<file path="config.mk">
export PLATFORM = sky130hd
export DESIGN_NAME = regfile_mp
export DESIGN_NICKNAME = d
export VERILOG_FILES = /design/src/rtl/regfile_mp_pkg.sv /design/src/rtl/regfile_scoreboard.sv /design/src/rtl/regfile_mp.sv
export SDC_FILE = /design/constraint.sdc
export NUM_CORES = 2
export LEC_CHECK = 0
export CAP_MARGIN = 20
export CELL_PAD_IN_SITES_DETAIL_PLACEMENT = 2
export CELL_PAD_IN_SITES_GLOBAL_PLACEMENT = 2
export CORE_UTILIZATION = 38
export CTS_CLUSTER_SIZE = 16
export DETAILED_ROUTE_END_ITERATION = 16
export GPL_TIMING_DRIVEN = 0
export PLACE_DENSITY_LB_ADDON = 0.1
export SETUP_SLACK_MARGIN = 0.15
export SKIP_CTS_REPAIR_TIMING = 1
export SLEW_MARGIN = 5
export SYNTH_ARGS = -nofsm -noshare
export SYNTH_HDL_FRONTEND = slang
export SYNTH_SLANG_ARGS = --single-unit
</file>
<file path="constraint.sdc">
create_clock -name clk -period 1.9 [get_ports clk]
set_clock_uncertainty 0.1 [all_clocks]
set_input_delay 0.19 -clock clk [delete_from_list [all_inputs] [get_ports clk]]
set_output_delay 0.19 -clock clk [all_outputs]
set_load 0.05 [all_outputs]
</file>
<file path="src/rtl/regfile_mp_pkg.sv">
// Shared types and defaults for the multi-port register file.
// Latency: n/a (types and constants only).
// Backpressure: n/a.
// Contents: default widths/port counts, data_t/r_t, NULL/ZERO constants and the
// rf_wr_t writeback bundle for the default configuration.
package regfile_mp_pkg;

  localparam int XLEN     = 32;
  localparam int NREG_DEF = 32;
  localparam int AW_DEF   = $clog2(NREG_DEF);
  localparam int NRD_DEF  = 2;
  localparam int NWR_DEF  = 2;

  typedef logic [XLEN-1:0]   data_t;
  typedef logic [AW_DEF-1:0] r_t;

  // Register index 0 is the hardwired-zero register.
  localparam r_t    NULL = '0;
  localparam data_t ZERO = '0;

  // One writeback port in the default configuration.
  typedef struct packed {
    logic  en;
    r_t    addr;
    data_t data;
  } rf_wr_t;

endpackage

</file>
<file path="src/rtl/regfile_scoreboard.sv">
// Pending-write scoreboard: one busy bit per architectural register.
// Latency: issue sets busy at the next edge; writeback clears busy at the next edge.
// Backpressure: none; decode stalls on the busy bits, this block never stalls.
// Ports: clk, rst_n (async active-low), iss_en_i/iss_addr_i (new producer),
//        wr_en_i/wr_addr_i (writebacks), busy_o (registered busy vector, bit 0 = 0).
module regfile_scoreboard
  import regfile_mp_pkg::*;
#(
  parameter  int NREG = NREG_DEF,
  parameter  int NWR  = NWR_DEF,
  localparam int AW   = $clog2(NREG)
) (
  input  logic                    clk,
  input  logic                    rst_n,
  input  logic                    iss_en_i,
  input  logic [AW-1:0]           iss_addr_i,
  input  logic [NWR-1:0]          wr_en_i,
  input  logic [NWR-1:0][AW-1:0]  wr_addr_i,
  output logic [NREG-1:0]         busy_o
);

  logic [NREG-1:0] busy_q;
  logic [NREG-1:0] busy_d;

  // Clears are applied first and the issue set last, so a new producer
  // issued in the same cycle as an older producer's writeback keeps the
  // register busy.
  always_comb begin
    busy_d = busy_q;
    for (int p = 0; p < NWR; p++) begin
      if (wr_en_i[p]) busy_d[wr_addr_i[p]] = 1'b0;
    end
    if (iss_en_i) busy_d[iss_addr_i] = 1'b1;
    busy_d[0] = 1'b0;
  end

  always_ff @(posedge clk or negedge rst_n) begin
    if (!rst_n) busy_q <= '0;
    else        busy_q <= busy_d;
  end

  assign busy_o = busy_q;

endmodule

</file>
<file path="src/rtl/regfile_mp.sv">
// Multi-port integer register file with pending-write scoreboard (x0 reads zero).
// Latency: reads combinational; writes land in the array at the edge (forwarded same cycle with REGFILE_BYPASS_EN).
// Backpressure: none; rd_busy_o tells decode to stall on an outstanding producer.
// Config macro: REGFILE_BYPASS_EN enables same-cycle write->read forwarding and
// masks rd_busy_o by a same-cycle writeback; undefined reads come from the array only.
// Ports: clk, rst_n; wr_en_i/wr_addr_i/wr_data_i (NWR writeback ports);
//        rd_en_i/rd_addr_i -> rd_data_o/rd_busy_o (NRD read ports);
//        iss_en_i/iss_addr_i (destination of an issued instruction); busy_any_o.
module regfile_mp
  import regfile_mp_pkg::*;
#(
  parameter  int XLEN = regfile_mp_pkg::XLEN,
  parameter  int NREG = NREG_DEF,
  parameter  int NRD  = NRD_DEF,
  parameter  int NWR  = NWR_DEF,
  localparam int AW   = $clog2(NREG)
) (
  input  logic                     clk,
  input  logic                     rst_n,
  input  logic [NWR-1:0]           wr_en_i,
  input  logic [NWR-1:0][AW-1:0]   wr_addr_i,
  input  logic [NWR-1:0][XLEN-1:0] wr_data_i,
  input  logic [NRD-1:0]           rd_en_i,
  input  logic [NRD-1:0][AW-1:0]   rd_addr_i,
  output logic [NRD-1:0][XLEN-1:0] rd_data_o,
  output logic [NRD-1:0]           rd_busy_o,
  input  logic                     iss_en_i,
  input  logic [AW-1:0]            iss_addr_i,
  output logic                     busy_any_o
);

  // Writeback bundle sized for this instance.
  typedef struct packed {
    logic            en;
    logic [AW-1:0]   addr;
    logic [XLEN-1:0] data;
  } wr_t;

  wr_t [NWR-1:0]             wr;
  logic [NREG-1:0][XLEN-1:0] regs_q;
  logic [NREG-1:0][XLEN-1:0] regs_d;
  logic [NREG-1:0]           busy;

  always_comb begin
    for (int p = 0; p < NWR; p++) begin
      wr[p].en   = wr_en_i[p];
      wr[p].addr = wr_addr_i[p];
      wr[p].data = wr_data_i[p];
    end
  end

  // Ports are scanned in ascending order so the highest-numbered port wins
  // a same-address conflict. Index 0 is never written and stays zero.
  always_comb begin
    regs_d = regs_q;
    for (int p = 0; p < NWR; p++) begin
      if (wr[p].en && wr[p].addr != '0) regs_d[wr[p].addr] = wr[p].data;
    end
  end

  always_ff @(posedge clk or negedge rst_n) begin
    if (!rst_n) regs_q <= '0;
    else        regs_q <= regs_d;
  end

  regfile_scoreboard #(
    .NREG (NREG),
    .NWR  (NWR)
  ) u_scoreboard (
    .clk        (clk),
    .rst_n      (rst_n),
    .iss_en_i   (iss_en_i),
    .iss_addr_i (iss_addr_i),
    .wr_en_i    (wr_en_i),
    .wr_addr_i  (wr_addr_i),
    .busy_o     (busy)
  );

  always_comb begin
    for (int i = 0; i < NRD; i++) begin
      rd_data_o[i] = '0;
      rd_busy_o[i] = 1'b0;
      if (rd_en_i[i] && rd_addr_i[i] != '0) begin
        rd_data_o[i] = regs_q[rd_addr_i[i]];
        rd_busy_o[i] = busy[rd_addr_i[i]];
`ifdef REGFILE_BYPASS_EN
        // Writes during reset are dropped, so they are not forwarded either;
        // this keeps rd_data_o at zero while rst_n is low.
        for (int p = 0; p < NWR; p++) begin
          if (rst_n && wr[p].en && wr[p].addr == rd_addr_i[i]) begin
            rd_data_o[i] = wr[p].data;
            rd_busy_o[i] = 1'b0;
          end
        end
`endif
      end
    end
  end

  assign busy_any_o = |busy;

endmodule

</file>
* Word-level counts from Yosys, hierarchy flattened
Index checks and enable logic that the tools add are counted.
** Operators by class
- $add $sub $neg :: 0
- Multiply operators :: 0
- Div/mod/pow operators :: 0
- $lt $le $gt $ge :: 8
- Eq/ne operators :: 0
- Shift operators :: 0
- Multiplexer cells :: 29
- Bitwise operators :: 5
- Reduce and logical (&&, ||, !) cells :: 12
** Operators by type and width (number)
- 1024-bit bitwise mux :: 2
- 1024-bit two-way mux :: 2
- 32-bit binary-select mux with 5-bit select :: 2
- 32-bit demux with 5-bit select :: 2
- 32-bit two-way mux :: 9
- 32-bit AND :: 2
- 32-bit inverter :: 2
- 32-bit OR :: 1
- 31-bit OR reduction :: 1
- 5-bit by 6-bit < comparator with 1-bit output (second input constant) :: 5
- 5-bit nonzero test :: 4
- 1-bit demux with 5-bit select :: 3
- 5-bit by 1-bit >= comparator with 1-bit output (second input constant) :: 3
- 1-bit binary-select mux with 5-bit select :: 2
- 1-bit logical AND :: 7
- 1-bit two-way mux :: 7
** Word-level totals
- Bits in registers :: 1055
- Bits in latches :: 0
- RAM bits :: 0
- Memory bits (read-only) :: 0
- Input port bits :: 96
- Memories kept :: 0

* Depth between registers and ports, before layout
- Word-level depth :: 11
- Gate-level depth with buffers :: 9

* Modules after synthesis
A second synthesis with hierarchy kept.
** Second synthesis, totals
- Cell total of the unflattened synthesis :: 6191
- Area total of the unflattened synthesis :: 65385.2 µm²
** By module, submodules not included
- regfile_mp :: instances 1, cells an instance 6037, area each 63666.1 µm², seq. area each 25624.6 µm²
- regfile_scoreboard :: instances 1, cells an instance 154, area each 1719.1 µm², seq. area each 775.7 µm²

* Least setup slack after synthesis
Ideal clock, no wire load.
- Kind :: input-to-output
- Start :: in rd_addr_i[6] (netlist bit)
- End :: out rd_data_o[60] (netlist bit)
- Arrival :: 2505 ps
- Data required time :: 1610 ps
- Setup slack :: -895 ps
- Stages :: 7
- Path buffers :: 3
- Path through :: buf_2 or3b_1 clkbuf_2 clkbuf_1 o221ai_1 a221oi_1 a211oi_1
** RTL lines
- start, declared :: RTL line regfile_mp.sv:24 : input logic [NRD-1:0][AW-1:0] rd_addr_i,
- end, declared :: RTL line regfile_mp.sv:25 : output logic [NRD-1:0][XLEN-1:0] rd_data_o,

==> metrics.md <==
| Metric | Value |
|---|---|
| Leak Pwr | `roughly 36 nW` |
| Synth cell types | `between 50 and 60` |
| Final setup margin | `-1.42 ns` |
| WS Path Type | `input port to output pin` |
| Failing checks | `hold timing, capacitance limit, slew limit, setup timing` |
| Largest family of logic cells by synthesized area | `multiplexers` |
| RSZ-0062 raised after global routing | `yes` |
| Worst skew pair latency | `0.82 ns` |
| Syn_area_per_cell | `around 10 sq um` |
| Main synth FF type | `dfrtp_1` |
| Area delta synth->final | `24.1%` |
| Final instance area | `0.0812 sq mm` |
| Vias per cell | `slightly above 7` |
| Complex-gate fraction of the synthesized area | `between 15 and 20%` |
| # fillers | `17,271` |
| Final core occ | `47.7%` |
| First-pass DRT Iterations | `6` |
| Worst slew margin | `-3.88%` |
| Post-Synth Adder-Cell Area | `0%` |
| Total congestion overflow | `0` |
| Xor/xnor share of the synthesized area | `0%` |
| Top post-synthesis cells by area | `dfrtp_1 (40%), mux2i_1 (14%), mux4_2 (14%)` |
| Crit Path Max Fanout | `10` |
| HPWL after DPL | `~330,000 um` |
| Placed cell areas | `around 0.073 sq mm` |
| Placer Congestion | `just over 1` |
| Critical Path RT | `1.61 ns` |
| Synth Net Count | `roughly 6,400` |
| Drt total wl | `444,000 um` |
| Min Tclk post-route | `around 3.3 ns` |
| Core area | `between 0.15 and 0.2 sq mm` |
| Dpl ws | `-3.18 ns` |
| DR DRC count | `0` |
| Largest net degree at the start of global routing | `150` |
| Sink Count | `approximately 1,100` |
| Area leader, netlist | `dfrtp_1` |
| Post-Syn Instances | `roughly 6,300` |
| CTS clk-pin slew, worst paths | `0.05 ns` |
| Worst vdd ir | `around 0.0009 V` |
| Hold Crit Class | `input port to asynchronous set/reset pin` |
| DRT iter0 DRCs | `between 8,000 and 9,000` |
| Crit path launch type | `input port` |
| Number of global-route vias before repair | `about 66,000` |
| Die H | `417 um` |
| CTS Buffer Depth | `3` |
| FP Rows | `~150` |
| Die W | `~420 um` |
| CP endpoint kind | `output pin` |
| Initial antenna violation count | `21` |
| P per Cell Area | `about 1100 mW/mm^2` |
| Final-report max-slew violation count | `11` |
| H-tree levels | `4` |
| Ys Warns | `0` |
| Hold violation count in the final report | `450` |
| I/O Buffers | `around 150` |
| Starting Density | `approximately two fifths` |
| FF-to-FF setup slack | `~0.79 ns` |
| Simple-gate area share of the yosys netlist | `between 8 and 9%` |
| Root Driver | `clkbuf_16` |
| Register area share after synthesis | `40.4%` |
| GRT Overall Usage | `around 50%` |
| Drt wl/cell | `48.3 um` |
| FFs w/ async S/R, synth | `100%` |
| Slew @ Worst Pin | `1.56 ns` |
| Setup TNS | `-74.45 ns` |
| Run status | `finished, violations left` |
| Max Fclk | `301 MHz` |
| TritonCTS clock tree | `built` |
| Non-Filler Instances | `between 9,000 and 10,000` |
| Share of post-route cells with drive strength above 1 | `between 20% and 30%` |
| Inst Count DP | `between 8,000 and 9,000` |
| Most frequent cells in the layout | `dfrtp_1 (1,040), mux2i_1 (908), nand2_1 (726), nor2_1 (493), a21oi_1 (444)` |
| Num CTS Buffers | `138` |
| Setup violators final | `68` |
| Max Cap Viol | `1` |
| Final worst path period share | `175%` |
| Post-synth top area share | `between 40% and 50%` |
| I/O pins | `163` |
| Detail Route Antenna Nets | `0` |
| Design Power | `90.1 mW` |
| Synthesis-stage register bit count | `approximately 1,100` |
| Vias | `65,544` |
| Nets | `6,889` |
| Mux share of post-synthesis cell area | `slightly below 30%` |
| First-pass GRT wire length | `roughly 590,000 um` |
| Hold WS | `-0.832 ns` |
| Critical path arrival | `between 3 and 4 ns` |
| Number of synthesized flops with an enable pin | `0` |
| Cell Area, Synth | `roughly 0.065 sq mm` |
| Most common cell after layout, fill and taps aside | `dfrtp_1` |
| Die ar. | `0.174 sq mm` |
[cells in the mapped netlist (11+ instances only)]
master    count
a211oi_1     33
a21oi_1     506
a221oi_1     87
a22oi_1     147
a31oi_1      42
a32o_1       27
a32oi_1     195
and2_1       11
and3b_1      13
buf_1        44
buf_2       210
buf_4        23
buf_6        19
clkbuf_1    514
dfrtp_1    1055
mux2_2      107
mux2i_1     925
mux4_2      396
nand2_1     734
nand3_1      22
nand4_1      33
nor2_1      514
o21ai_0     161
o21ai_1     353
o221a_2      11
o221ai_1     66
[state kept, by name, summed over array words and instances, names as in the netlist]
| register | flops |
|---|---|
| regs_q | 1024 |
| u_scoreboard.busy_o | 31 |
[final cells by class]
type	count	area, sq um	share of cell area (%)
Antenna cell	13	32.5	0.0401
Inverter	7	33.8	0.0416
Tap cell	2295	2870	3.54
Multi-Input combinational cell	4473	38800	47.8
Clock inverter	30	358	0.441
Timing Repair Buffer	307	3380	4.17
Buffer	811	5090	6.27
Clock buffer	215	4200	5.17
Sequential cell	1055	26400	32.5
[worst paths after layout]
kind / start / endpoint / cells past startpoint
hold / removal: rst_n / regs_q[7] / 1
hold reg to reg: regs_q[23] / regs_q[23] / 1
setup reg to reg: regs_q[379] / regs_q[379] / 3
min in group clk: wr_data_i[59] / regs_q[827] / 3
max in group asynchronous: rst_n / u_scoreboard.busy_o[14] / 4
setup / recovery: rd_addr_i[6] / rd_data_o[46] / 8
[power breakdown]
group	internal (mW)	switching, mW
sequential	28.2	6.32
clock	16.0	11.8
combinational	11.9	15.9
[kinds of logic after synthesis]
family | after synthesis
flip-flops | 1055
AND/OR/NAND/NOR | 1398
multiplexers | 1431
buffers and inverters | 819
AO/OA/AOI/OAI | 1644
[per-layer routing]
metal  vias to the layer above  track usage (%)  share of wire, %
met5                         -            0.528             0.043
met4                        12             32.4               7.3
met3                      1266             18.7                12
met2                      4659             69.6                41
met1                     35103             64.5                39
li1                      24504                -                 -
[worst max-delay path, stage by stage]
cell and delay [ns]:
buf_4 0.22, buf_4 0.41, nor2_4 0.20, clkbuf_2 0.37
nand2_1 0.17, nand4_1 0.64, a211oi_4 0.59, buf_6 0.21
Power figures use the tool's default switching activity.
